[src/rtl/vga_pkg.sv]
// Shared VGA 640x480 timing constants and the packed colour type.
package vga_pkg;

  localparam int H_VIS  = 640;
  localparam int H_FP   = 16;
  localparam int H_SYNC = 96;
  localparam int H_TOT  = 800;
  localparam int V_VIS  = 480;
  localparam int V_FP   = 10;
  localparam int V_SYNC = 2;
  localparam int V_TOT  = 525;

  // Screen coordinates are 10 bits wide, enough for 800 columns and 525 lines.
  typedef logic [9:0] coord_t;

  // Two bits per colour component, packed {r,g,b} like the colour parameters.
  typedef struct packed {
    logic [1:0] r;
    logic [1:0] g;
    logic [1:0] b;
  } rgb_t;

endpackage

[src/rtl/vga_timing.sv]
// Pixel/line counters plus sync, visibility and frame-sample decodes.
// Sync and colour decodes are combinational here; the top registers them.
module vga_timing
  import vga_pkg::*;
#(
  parameter int HVIS  = H_VIS,
  parameter int HFP   = H_FP,
  parameter int HSYNC = H_SYNC,
  parameter int HTOT  = H_TOT,
  parameter int VVIS  = V_VIS,
  parameter int VFP   = V_FP,
  parameter int VSYNC = V_SYNC,
  parameter int VTOT  = V_TOT
) (
  input  logic   clock,
  input  logic   reset,
  input  logic   ena,
  output coord_t x,
  output coord_t y,
  output logic   hsync_n,
  output logic   vsync_n,
  output logic   visible,
  output logic   frame_sample
);

  // Advance x every enabled cycle; step y on the x wrap.
  // NOTE: registers use non-blocking assignments so every flop samples pre-edge values.
  always_ff @(posedge clock or posedge reset) begin
    if (reset) begin
      x <= '0;
      y <= '0;
    end else if (ena) begin
      if (x == coord_t'(HTOT - 1)) begin
        x <= '0;
        y <= (y == coord_t'(VTOT - 1)) ? '0 : y + 10'd1;
      end else begin
        x <= x + 10'd1;
      end
    end
  end

  // Decode syncs, the visible window and the once-per-frame level sample point.
  always_comb begin
    hsync_n      = !((x >= coord_t'(HVIS + HFP)) && (x <= coord_t'(HVIS + HFP + HSYNC - 1)));
    vsync_n      = !((y >= coord_t'(VVIS + VFP)) && (y <= coord_t'(VVIS + VFP + VSYNC - 1)));
    visible      = (x < coord_t'(HVIS)) && (y < coord_t'(VVIS));
    frame_sample = (x == '0) && (y == coord_t'(VVIS));
  end

endmodule

[src/rtl/vga_level_meter.sv]
// Level-meter renderer: NCH bars with peak-hold markers over a checker background.
// Levels are captured once per frame at the first blanked line so bars never tear.
module vga_level_meter
  import vga_pkg::*;
#(
  parameter int         NCH         = 4,
  parameter int         LW          = 4,
  parameter int         CHW         = 128,
  parameter int         SPACE       = 26,
  parameter int         HOLD_FRAMES = 30,
  parameter logic [5:0] BAR_COL     = 6'h3f,
  parameter logic [5:0] PEAK_COL    = 6'h30,
  parameter int         HVIS        = H_VIS,
  parameter int         HFP         = H_FP,
  parameter int         HSYNC       = H_SYNC,
  parameter int         HTOT        = H_TOT,
  parameter int         VVIS        = V_VIS,
  parameter int         VFP         = V_FP,
  parameter int         VSYNC       = V_SYNC,
  parameter int         VTOT        = V_TOT
) (
  input  logic              clock,
  input  logic              reset,
  input  logic              ena,
  input  logic [NCH*LW-1:0] lvl,
  input  logic              peak_clr,
  output logic              frame_tick,
  output logic              hsync,
  output logic              vsync,
  output logic [1:0]        r,
  output logic [1:0]        g,
  output logic [1:0]        b
);

  localparam int STEP = CHW >> LW;
  localparam int CMAX = (CHW > SPACE) ? CHW : SPACE;
  localparam int CW   = (CMAX > 2) ? $clog2(CMAX) : 1;
  localparam int SW   = (STEP > 1) ? $clog2(STEP) : 1;
  localparam int SEGW = $clog2(NCH + 1);
  localparam int HW   = $clog2(HOLD_FRAMES + 1);

  coord_t x, y;
  logic   hsync_n, vsync_n, visible, frame_sample;

  vga_timing #(
    .HVIS(HVIS), .HFP(HFP), .HSYNC(HSYNC), .HTOT(HTOT),
    .VVIS(VVIS), .VFP(VFP), .VSYNC(VSYNC), .VTOT(VTOT)
  ) u_timing (
    .clock       (clock),
    .reset       (reset),
    .ena         (ena),
    .x           (x),
    .y           (y),
    .hsync_n     (hsync_n),
    .vsync_n     (vsync_n),
    .visible     (visible),
    .frame_sample(frame_sample)
  );

  // Only y[6:1] feeds the background pattern.
  logic unused_y;
  assign unused_y = ^{y[9:7], y[0]};

  // Position of the current x within the gap/channel layout. cnt counts gap or
  // channel pixels, col is the level column (offset / STEP) kept by a sub-step counter.
  logic            in_ch;
  logic [CW-1:0]   cnt;
  logic [SEGW-1:0] seg;
  logic [SW-1:0]   sub;
  logic [LW-1:0]   col;

  // Walk gap -> channel -> gap along the line; everything restarts at x==0.
  always_ff @(posedge clock or posedge reset) begin
    if (reset) begin
      in_ch <= 1'b0;
      cnt   <= '0;
      seg   <= '0;
      sub   <= '0;
      col   <= '0;
    end else if (ena) begin
      if (x == coord_t'(HTOT - 1)) begin
        in_ch <= 1'b0;
        cnt   <= '0;
        seg   <= '0;
        sub   <= '0;
        col   <= '0;
      end else if (!in_ch) begin
        sub <= '0;
        col <= '0;
        if (cnt == CW'(SPACE - 1)) begin
          cnt   <= '0;
          in_ch <= (seg < SEGW'(NCH));
        end else begin
          cnt <= cnt + 1'b1;
        end
      end else begin
        if (cnt == CW'(CHW - 1)) begin
          cnt   <= '0;
          in_ch <= 1'b0;
          seg   <= seg + 1'b1;
        end else begin
          cnt <= cnt + 1'b1;
        end
        if (sub == SW'(STEP - 1)) begin
          sub <= '0;
          col <= col + 1'b1;
        end else begin
          sub <= sub + 1'b1;
        end
      end
    end
  end

  logic [LW-1:0] lvl_q [NCH];
  logic [LW-1:0] peak  [NCH];

  for (genvar k = 0; k < NCH; k++) begin : g_ch
    logic [LW-1:0] lvl_in;
    logic [LW-1:0] lvl_r;
    logic [LW-1:0] peak_r;
    logic [HW-1:0] hold_r;

    assign lvl_in   = lvl[k*LW +: LW];
    assign lvl_q[k] = lvl_r;
    assign peak[k]  = peak_r;

    // Capture the level at the sample point and run the peak hold/decay; clear wins.
    always_ff @(posedge clock or posedge reset) begin
      if (reset) begin
        lvl_r  <= '0;
        peak_r <= '0;
        hold_r <= '0;
      end else if (ena) begin
        if (frame_sample) lvl_r <= lvl_in;
        if (peak_clr) begin
          peak_r <= '0;
          hold_r <= '0;
        end else if (frame_sample) begin
          if (lvl_in >= peak_r) begin
            peak_r <= lvl_in;
            hold_r <= HW'(HOLD_FRAMES);
          end else if (hold_r != '0) begin
            hold_r <= hold_r - 1'b1;
          end else if (peak_r != '0) begin
            peak_r <= peak_r - 1'b1;
          end
        end
      end
    end
  end

  logic [LW-1:0] cur_lvl, cur_peak;
  logic [5:0]    bg;
  rgb_t          pix;

  // Select the active channel's level/peak and pick the pixel colour by priority.
  // NOTE: every always_comb output gets a default first so no latch is inferred.
  always_comb begin
    cur_lvl  = '0;
    cur_peak = '0;
    for (int k = 0; k < NCH; k++) begin
      if (seg == SEGW'(k)) begin
        cur_lvl  = lvl_q[k];
        cur_peak = peak[k];
      end
    end
    bg  = (x[6:1] ^ y[6:1]) & 6'b011000;
    pix = rgb_t'(bg);
    if (!visible) begin
      pix = '0;
    end else if (in_ch && (col < cur_lvl)) begin
      pix = rgb_t'(BAR_COL);
    end else if (in_ch && (cur_peak != '0) && (col == cur_peak - 1'b1) && (cur_peak > cur_lvl)) begin
      pix = rgb_t'(PEAK_COL);
    end
  end

  // Register all outputs so they trail the counters by exactly one enabled cycle.
  always_ff @(posedge clock or posedge reset) begin
    if (reset) begin
      hsync      <= 1'b1;
      vsync      <= 1'b1;
      r          <= '0;
      g          <= '0;
      b          <= '0;
      frame_tick <= 1'b0;
    end else if (ena) begin
      hsync      <= hsync_n;
      vsync      <= vsync_n;
      r          <= pix.r;
      g          <= pix.g;
      b          <= pix.b;
      frame_tick <= frame_sample;
    end
  end

endmodule
[config.mk]
export PLATFORM = sky130hd
export DESIGN_NAME = vga_level_meter
export DESIGN_NICKNAME = d
export VERILOG_FILES = /design/src/rtl/vga_pkg.sv /design/src/rtl/vga_timing.sv /design/src/rtl/vga_level_meter.sv
export SDC_FILE = /design/constraint.sdc
export NUM_CORES = 1
export LEC_CHECK = 0
export CAP_MARGIN = 10
export CORE_MARGIN = 4
export CORE_UTILIZATION = 35
export DETAILED_ROUTE_END_ITERATION = 6
export GPL_TIMING_DRIVEN = 0
export SLEW_MARGIN = 25
export SYNTH_ARGS = -nofsm -noshare
export SYNTH_HDL_FRONTEND = slang
export SYNTH_SLANG_ARGS = --single-unit
[constraint.sdc]
create_clock -name clock -period 7.29 [get_ports clock]
set_input_delay 1.0935 -clock clock [delete_from_list [all_inputs] [get_ports clock]]
set_output_delay 1.0935 -clock clock [all_outputs]
set_load 0.005 [all_outputs]
Yosys cells after proc, flatten, opt, wreduce, memory -nomap -nowiden
Index checks and enable logic that the tools add are counted.
{"block": "classes", "mux": 66, "n_eq_ne": 15, "n_lt_le_gt_ge": 13, "add_sub_neg": 15, "n_reduce_logical": 44, "bitwise": 1}
{"cell": "4-bit 2-to-1 mux", "n": 31}
{"cell": "5-bit 2-to-1 mux", "n": 16}
{"cell": "7-bit 2-to-1 mux", "n": 4}
{"cell": "3-bit nonzero test", "n": 8}
{"cell": "10-bit by 1-bit adder with 10-bit output, second input constant", "n": 2}
{"cell": "10-bit equality test, second input constant", "n": 2}
{"cell": "10-bit 2-to-1 mux", "n": 2}
{"cell": "4-bit nonzero test", "n": 5}
{"cell": "5-bit nonzero test", "n": 4}
{"cell": "4-bit by 1-bit subtractor with 4-bit output, second input constant", "n": 5}
{"cell": "5-bit by 1-bit subtractor with 5-bit output, second input constant", "n": 4}
{"cell": "3-bit 2-to-1 mux", "n": 6}
{"cell": "6-bit 2-to-1 mux", "n": 3}
{"cell": "4-bit >= comparator", "n": 4}
{"cell": "4-bit AND reduction", "n": 4}
{"cell": "3-bit AND reduction", "n": 5}
{"cell": "3-bit != test, second input constant", "n": 4}
{"cell": "10-bit by 9-bit equality test with 1-bit output, second input constant", "n": 1}
{"cell": "10-bit >= comparator, second input constant", "n": 1}
{"cell": "10-bit by 9-bit >= comparator with 1-bit output, second input constant", "n": 1}
{"cell": "10-bit <= comparator, second input constant", "n": 1}
{"cell": "10-bit by 9-bit <= comparator with 1-bit output, second input constant", "n": 1}
{"cell": "10-bit logical NOT", "n": 1}
{"cell": "10-bit < comparator, second input constant", "n": 1}
{"cell": "other kinds (21)", "n": 38}
{"block": "word_totals", "out_inout_bits": 9, "inputBits": 20, "register_bits": 99, "elab_cells": 179}

Depth between registers and ports, before layout
Gate-level depths: netlist (run 1).
{"block": "depth", "word_depth": 12, "mapped_depth": 15}

Hierarchy
A second synthesis (run 1) with hierarchy kept.
{"block": "unflattened", "cells_unflattened": 668, "hier_area_um2": 6247.2}
{"mod": "vga_level_meter", "area_each_um2": 5151.2, "n_inst": 1, "seq_area_each_um2": 1929.4, "cells_each": 553}
{"mod": "vga_timing", "area_each_um2": 1096.1, "n_inst": 1, "seq_area_each_um2": 500.5, "cells_each": 115}

Worst setup path before layout (run 1)
OpenSTA, ideal clock, no wires.
{"block": "synth_path", "path_type": "register to register", "from": "reg seg[0]", "to": "reg g[1]", "path_stages_with_launch": 15, "required_time_ns": 7.149, "period_less_slack_ns": 3.057, "arrival_time_ns": 2.915, "slack_ns": 4.233, "path_buffers": 2, "path_cell_list": "dfrtp_1 inv_1 ha_1 clkbuf_1 clkbuf_1 nand2_1 a32oi_1 ha_1 xor2_1 nor2_1 a2111oi_0 o21ai_0 a211oi_1 and3_1 o221ai_1"}
{"block": "synth_between", "elab_chain_cells": 12, "word_cells_on_any_way": 24, "cone_classes": "1 x add/sub; 2 x order compare; 4 x eq/ne; 11 x mux; 6 x reduce/logical"}
{"item": "start: declaration", "line_no": "vga_level_meter.sv:68", "rtl": "logic [SEGW-1:0] seg;"}
{"item": "start signal: assignment", "line_no": "vga_level_meter.sv:100", "rtl": "seg <= seg + 1'b1;"}
{"item": "3-bit logical NOT", "line_no": "vga_level_meter.sv:162", "rtl": "if (seg == SEGW'(k)) begin"}
{"item": "4-bit 2-to-1 mux (4 in a row)", "line_no": "vga_level_meter.sv:162"}
{"item": "4-bit by 1-bit subtractor with 4-bit output or 4-bit nonzero test (tied branches)", "line_no": "vga_level_meter.sv:173", "rtl": "end else if (in_ch && (cur_peak != '0) && (col == cur_peak - 1'b1) && (cur_peak > cur_lvl)) begin"}
{"item": "4-bit equality test or 1-bit logical AND (tied branches)", "line_no": "vga_level_meter.sv:173"}
{"item": "1-bit logical AND (2 in a row)", "line_no": "vga_level_meter.sv:173"}
{"item": "6-bit 2-to-1 mux", "line_no": "vga_level_meter.sv:173"}
{"item": "6-bit 2-to-1 mux (*)", "line_no": "vga_level_meter.sv:171", "rtl": "end else if (in_ch && (col < cur_lvl)) begin"}
{"item": "6-bit 2-to-1 mux (*)", "line_no": "vga_level_meter.sv:169", "rtl": "if (!visible) begin"}
{"item": "end signal: assignment", "line_no": "vga_level_meter.sv:191", "rtl": "g <= pix.g;"}
{"item": "end: declaration", "line_no": "vga_level_meter.sv:31", "rtl": "output logic [1:0] g,"}
Every way passes the cells marked *; elsewhere a longest branch is shown, timed or not.
A chain may end at the register's enable or synchronous reset.

Worst setup path after layout (run 1)
Ends and elaborated chain as after synthesis.

==> results.json, run 1 <==
{
  "status": "completed",
  "vias": 5131,
  "netlist.area_leader.share": 0.3815,
  "internal-power_w": 0.001193,
  "antenna_found_initial": 0,
  "hpwlAfterDp_um": 10750,
  "rsz0062_at_grt": "false",
  "synth.most_common_cell": "dfrtp_1",
  "post_dp_cell_area_um2": 6825,
  "initial_utilization": 0.3590,
  "cp_data_arrival_time_ps": 3940,
  "synthArstFlopShare": 1.000,
  "cp-end-kind": "flip-flop",
  "rows": 48,
  "synthCells": 679,
  "vias_per_cell": 5.407,
  "sw_frac_of_total": 0.3783,
  "synthDistinctLibCells": 57,
  "top_layer": "met4",
  "drc_errors": 0,
  "fin_tns_setup_ps": 0,
  "dieHeight_um": 141.4,
  "die_width_um": 141.4,
  "synthFlopType": "dfrtp_1",
  "fin_skew_ps": 9.974,
  "synth_seq_cells": 97,
  "place_congestion": 0.8365,
  "synth.area.top_cells": "dfrtp_1 (38%), ha_1 (11%), o21ai_0 (4.8%)",
  "criticalPathCategory": "reg2reg",
  "n_fill_cell": 1734,
  "power_frac_seq": 0.398,
  "synth-edff-count": 0,
  "insertion_delay_ps": 350,
  "root_buffer": "clkbuf_16",
  "met1_length_um": 7342,
  "grt_pass1_vias": 4929,
  "grt-ovfl-total": 0,
  "worst_slew_pin_slew_ps": 794.4,
  "power_frac_comb": 0.346,
  "holdWs_ps": 492.4,
  "worst_setup_path_start_kind": "flip-flop",
  "r2r-start": "seg[0]",
  "stdcell_area_um2": 7128,
  "grt_first_pass_wirelength_um": 25150,
  "cts_num_sinks": 97,
  "maxCapViolations": 0,
  "slew_viol_final": 0,
  "dp_slack_ps": 3549,
  "finalCriticalPeriod_ps": 3723,
  "final_antenna_net_count": 0,
  "grt_usage": 0.1556,
  "clockBufferDepth": 2,
  "setup_viol": 0,
  "vdd.ir_drop.worst_uv": 124.8,
  "pin_count": 29,
  "fin_crit_sh": 0.5107,
  "fmax_mhz": 268.6,
  "core_area_um2": 17360,
  "holdBufCountCts": 0,
  "syn_area_um2": 6231,
  "yosys.area.top_type": "dfrtp_1",
  "antenna_cells": 0,
  "fin_util": 0.4107,
  "hold_path.class": "reg2reg",
  "ctsHtreeMaxLevel": 3,
  "timing.final.ws_setup_ps": 3567,
  "hold_viol_final": 0,
  "cp_max_fo": 10,
  "p_per_area_nw_per_um2": 269.3,
  "drtPass1Iterations": 5,
  "io_buffer_count": 28,
  "met2_length_um": 6605,
  "dieArea_um2": 20000,
  "drt_wl_total_um": 14910,
  "syn_nets": 755,
  "yosysWarnings": 0,
  "cts_tree": "yes",
  "avgSynthCellArea_um2": 9.177,
  "power_frac_clock": 0.257,
  "drt_iter0_drc": 282,
  "drive_gt1_frac": 0.07873,
  "wl_met3_um": 702,
  "cts-resized-gates": 0,
  "cts.reportedPaths.clkPinSlew_ps": 70,
  "ys_seq_area_frac": 0.3900,
  "critical_path.startpoint": "seg[0]",
  "worstPathRequired_ps": 7510,
  "slew_headroom": 0.4704,
  "synth_top_cells_by_count": "dfrtp_1 (95), nand2_1 (73), o21ai_0 (60)",
  "min_from": "sub[1]",
  "numCtsBuffers": 9,
  "r2r_slack_ps": 3570,
  "avgRoutedWirePerCell_um": 15.71,
  "cts_setup_buffers": 0,
  "nNetsFinal": 795,
  "p_leak_nw": 3.123,
  "grt_max_degree": 51,
  "syn_to_final_growth_pct": 14.40,
  "p_sw_w": 0.0007261
}
-- cell type report --
class / instances / area, um^2 / area share
timing repair buffer: 29 / 307.8 / 0.04318
multi-input combinational: 509 / 3507 / 0.4920
inverter: 47 / 181.4 / 0.02545
clock buffer: 9 / 225.2 / 0.03160
buffer: 26 / 117.6 / 0.01650
clock inverter: 7 / 77.57 / 0.01088
sequential: 97 / 2430 / 0.3409
tap: 225 / 281.5 / 0.03949
-- routing by layer --
metal,vias to the layer above,global-route usage
met4,0,0.04141
met3,18,0.04550
met2,97,0.2343
li1,2560,-
met5,-,0
met1,2456,0.2194
-- per-stage QoR --
step	total power, W	std cells
6_report	0.001919	949
5_1_grt	0.002088	949
4_1_cts	0.001940	949
3_5_place_dp	0.001435	933
3_3_place_gp	0.001422	932
2_1_floorplan	0.001244	679
-- power groups by stage --
stage | combinational, W | clock (W) | sequential [W]
CTS | 0.000666 | 0.000510 | 0.000764
detailed placement | 0.000661 | 0 | 0.000774
global placement | 0.000650 | 0 | 0.000771
global route | 0.000769 | 0.000536 | 0.000784
finish | 0.000664 | 0.000493 | 0.000763
floorplan | 0.000509 | 0 | 0.000735
-- registers in the layout, summed over array words and instances (netlist names) --
signal       count
seg              3
hsync            1
u_timing.y      10
g_ch.peak_r     16
frame_tick       1
sub              3
r                2
g                2
g_ch.lvl_r      16
in_ch            1
cnt              7
g_ch.hold_r     20
u_timing.x      10
col              4
vsync            1
-- worst paths after layout --
kind                       depth (start not counted)           endpoint
max                                               14               g[1]
min in group asynchronous                          2  g_ch[0].hold_r[2]
min                                                1             sub[1]
max in group asynchronous                          3  g_ch[3].peak_r[0]
max reg2reg                                       14               g[1]
min reg2reg                                        1             sub[1]
-- logic make-up (layout without fill, tap and decap cells) --
logic type                 Yosys count  in the layout  share of synthesized area
and+or+nand+nor                    221            221                     0.1839
AOI/OAI and AO/OA                  195            195                     0.2068
DFF                                 97             97                     0.3900
buffers and inverters               73            118                    0.04719
adders and majority gates           56             56                     0.1124
muxes                               20             20                    0.03574
xor gates and xnor gates            17             17                    0.02390
-- critical path: stages, from the launching register on --
cell	delay, ps
dfrtp_1	430
inv_1	90
ha_1	140
clkbuf_1	280
clkbuf_1	330
nand2_1	90
a32oi_1	420
ha_1	250
xor2_1	310
nor2_1	60
a2111oi_0	340
o21ai_0	170
a211oi_1	340
and3_1	220
o221ai_1	110
-- placed cells by master (no fill, tap or decap), drive strengths merged, types with 5 or more instances in the layout --
master,count
inv,49
clkdlybuf4s50,28
a21o,6
nand2b,9
o21ai,60
o22a,13
dfrtp,95
a211oi,9
clkbuf,30
a21oi,43
xor2,10
a31oi,17
a22oi,8
mux2,18
or3,5
o31ai,13
xnor2,7
and3,18
nand2,73
ha,56
nand4,11
nor4b,10
nor3,20
nand3,18
buf,6
nor2,34
(Power assumes the default switching activity.)
==> run 2, diff against run 1 <==
==> constraint.sdc (replaced) <==
create_clock -name clock -period 3.6 [get_ports clock]
set_input_delay 0.54 -clock clock [delete_from_list [all_inputs] [get_ports clock]]
set_output_delay 0.54 -clock clock [all_outputs]
set_load 0.005 [all_outputs]
==> run 2 against run 1 <==
Via count about the same. Sequential cell count unchanged. Register-to-register slack worse by 3300 ps. Sequential power grew 100%. Largest power group unchanged. Largest cell class unchanged. Global-route usage hardly changed. Highest routed layer unchanged.
==> results.json, run 2 (synthesized netlist as in run 1, its figures left out) <==
{
  "status": "completed",
  "final_antenna_net_count": 0,
  "worst_slew_pin_slew_ps": 797.8,
  "largest_reg_flops": 20,
  "drt_iter0_drc": 321,
  "drive_gt1_frac": 0.09655,
  "grt_max_degree": 51,
  "die_width_um": 141.4,
  "hold_path.class": "reg2reg",
  "mostFrequentLayoutCell": "dfrtp_1",
  "top_layer": "met4",
  "grt_pass1_vias": 4923,
  "root_buffer": "clkbuf_16",
  "rows": 48,
  "maxCapViolations": 0,
  "hold_viol_final": 0,
  "avgRoutedWirePerCell_um": 15.80,
  "fin_skew_ps": 11.06,
  "slew_headroom": 0.4681,
  "grt_usage": 0.1556,
  "pin_count": 29,
  "rsz0062_at_grt": "false",
  "cp_cell_sequence": "inv_1 > ha_1 > nor2b_2 > a221o_1 > a32oi_4 > inv_1 > ha_1 > nand4_1 > nand4_1 > a2111oi_2 > o21ai_1 > a211oi_2 > and3_1 > o221ai_1",
  "setup_viol": 0,
  "io_buffer_count": 28,
  "finalCriticalPeriod_ps": 3332,
  "antenna_cells": 0,
  "cp_data_arrival_time_ps": 3550,
  "worstPathRequired_ps": 3820,
  "dp_slack_ps": -93.63,
  "grt-ovfl-total": 0,
  "slew_viol_final": 0,
  "numCtsBuffers": 9,
  "grt_first_pass_wirelength_um": 25150,
  "worst_setup_path_start_kind": "flip-flop",
  "insertion_delay_ps": 360,
  "nNetsFinal": 796,
  "cp_max_fo": 5,
  "p_leak_nw": 3.149,
  "cp-end-kind": "flip-flop",
  "wl_met3_um": 680,
  "p_per_area_nw_per_um2": 545.4,
  "met2_length_um": 6645,
  "drt_wl_total_um": 15010,
  "drc_errors": 0,
  "layout_common_cells": "dfrtp_1 (95), nand2_1 (73), o21ai_0 (59)",
  "ctsHtreeMaxLevel": 3,
  "critical_path.max_stage_delay_ps": 410,
  "met1_length_um": 7421,
  "antenna_found_initial": 0,
  "clockBufferDepth": 2,
  "holdBufCountCts": 0,
  "syn_to_final_growth_pct": 15.64,
  "fin_tns_setup_ps": 0,
  "cts_tree": "yes",
  "initial_utilization": 0.3590,
  "drtPass1Iterations": 5,
  "criticalPathCategory": "reg2reg",
  "timing.final.ws_setup_ps": 267.9,
  "dieArea_um2": 20000,
  "hpwlAfterDp_um": 10750,
  "vias_per_cell": 5.399,
  "cts.reportedPaths.clkPinSlew_ps": 70,
  "worst_path_max_delay_cell": "dfrtp_1",
  "fin_crit_sh": 0.9256,
  "top_regs": "g_ch.hold_r: 20 flops, g_ch.lvl_r: 16 flops, g_ch.peak_r: 16 flops",
  "place_congestion": 0.8365,
  "fmax_mhz": 300.1,
  "core_area_um2": 17360,
  "vdd.ir_drop.worst_uv": 272.3,
  "cts_num_sinks": 97,
  "dieHeight_um": 141.4,
  "vias": 5129,
  "top_register": "g_ch.hold_r"
}
run 2: changes by cell type in the layout (fill, tap and decap cells not counted), moves of 2 or more:
cell / before / now
a32oi_2: 0 / 2
clkbuf_2: 0 / 2
buf_4: 3 / 5
a32oi_1: 4 / 1
clkbuf_1: 21 / 18
run 2: layout make-up:
type	instances	area (um^2)
tap	225	281.5
inverter	47	181.4
clock inverter	7	77.57
buffer	25	116.4
clock buffer	9	225.2
fill	1731	10150
timing repair buffer	31	322.8
sequential	97	2430
multi-input combinational	509	3571
run 2: path summary, 6_finish.rpt:
path / slack, ps / cells after the start / to / startpoint
worst min register to register: 490 / 1 / sub[1] / sub[1]
worst min-delay path: 490 / 1 / sub[1] / sub[1]
worst max register to register: 270 / 14 / g[1] / seg[0]
max in group asynchronous: 2400 / 3 / g_ch[3].peak_r[0] / reset
min in group asynchronous: 600 / 2 / g_ch[0].hold_r[2] / reset
worst max-delay path: 270 / 14 / g[1] / seg[0]
run 2: power by group:
part | internal, W | switching, W
Combinational | 0.000590 | 0.000796
Clock | 0.000545 | 0.000449
Sequential | 0.00131 | 0.000243
run 2: repair_timing:
action / CTS / global route
endpoints found under the setup margin: 3 / 3
resized for setup: 2 / 13
setup buffers: 0 / 2
run 2: critical path, delay by kind of cell, from the launching register on:
kind,cells,cell delay (ps)
AOI/OAI and AO/OA,6,1500
and+or+nand+nor,4,610
adders and majority gates,2,520
buffers and inverters,2,150
DFF,1,410
run 2: per-layer routing:
| layer | track usage | up-vias |
|---|---|---|
| met2 | 0.2343 | 80 |
| met4 | 0.04141 | 0 |
| met5 | 0 | - |
| met3 | 0.04382 | 19 |
| met1 | 0.2207 | 2466 |
| li1 | - | 2564 |
run 2: per-stage QoR:
step	std cells	utilization	hold slack [ps]	power, W	instance area [um^2]
after floorplan	679	-	458.7	0.002520	6231
after global placement	932	0.3914	472.6	0.002879	6793
after detailed placement	933	0.3932	483.9	0.002905	6825
after CTS	949	0.4112	500.6	0.003932	7137
after global routing	950	0.4152	516.1	0.004275	7206
final	950	0.4152	492.4	0.003930	7206
==> run 3, diff against run 2 <==
==> constraint.sdc (replaced) <==
create_clock -name clock -period 3.6 [get_ports clock]
set_input_delay 0.72 -clock clock [delete_from_list [all_inputs] [get_ports clock]]
set_output_delay 0.72 -clock clock [all_outputs]
set_load 0.005 [all_outputs]
==> results of run 3 <==
Same layout as run 2 (identical final DEF). Status: completed.
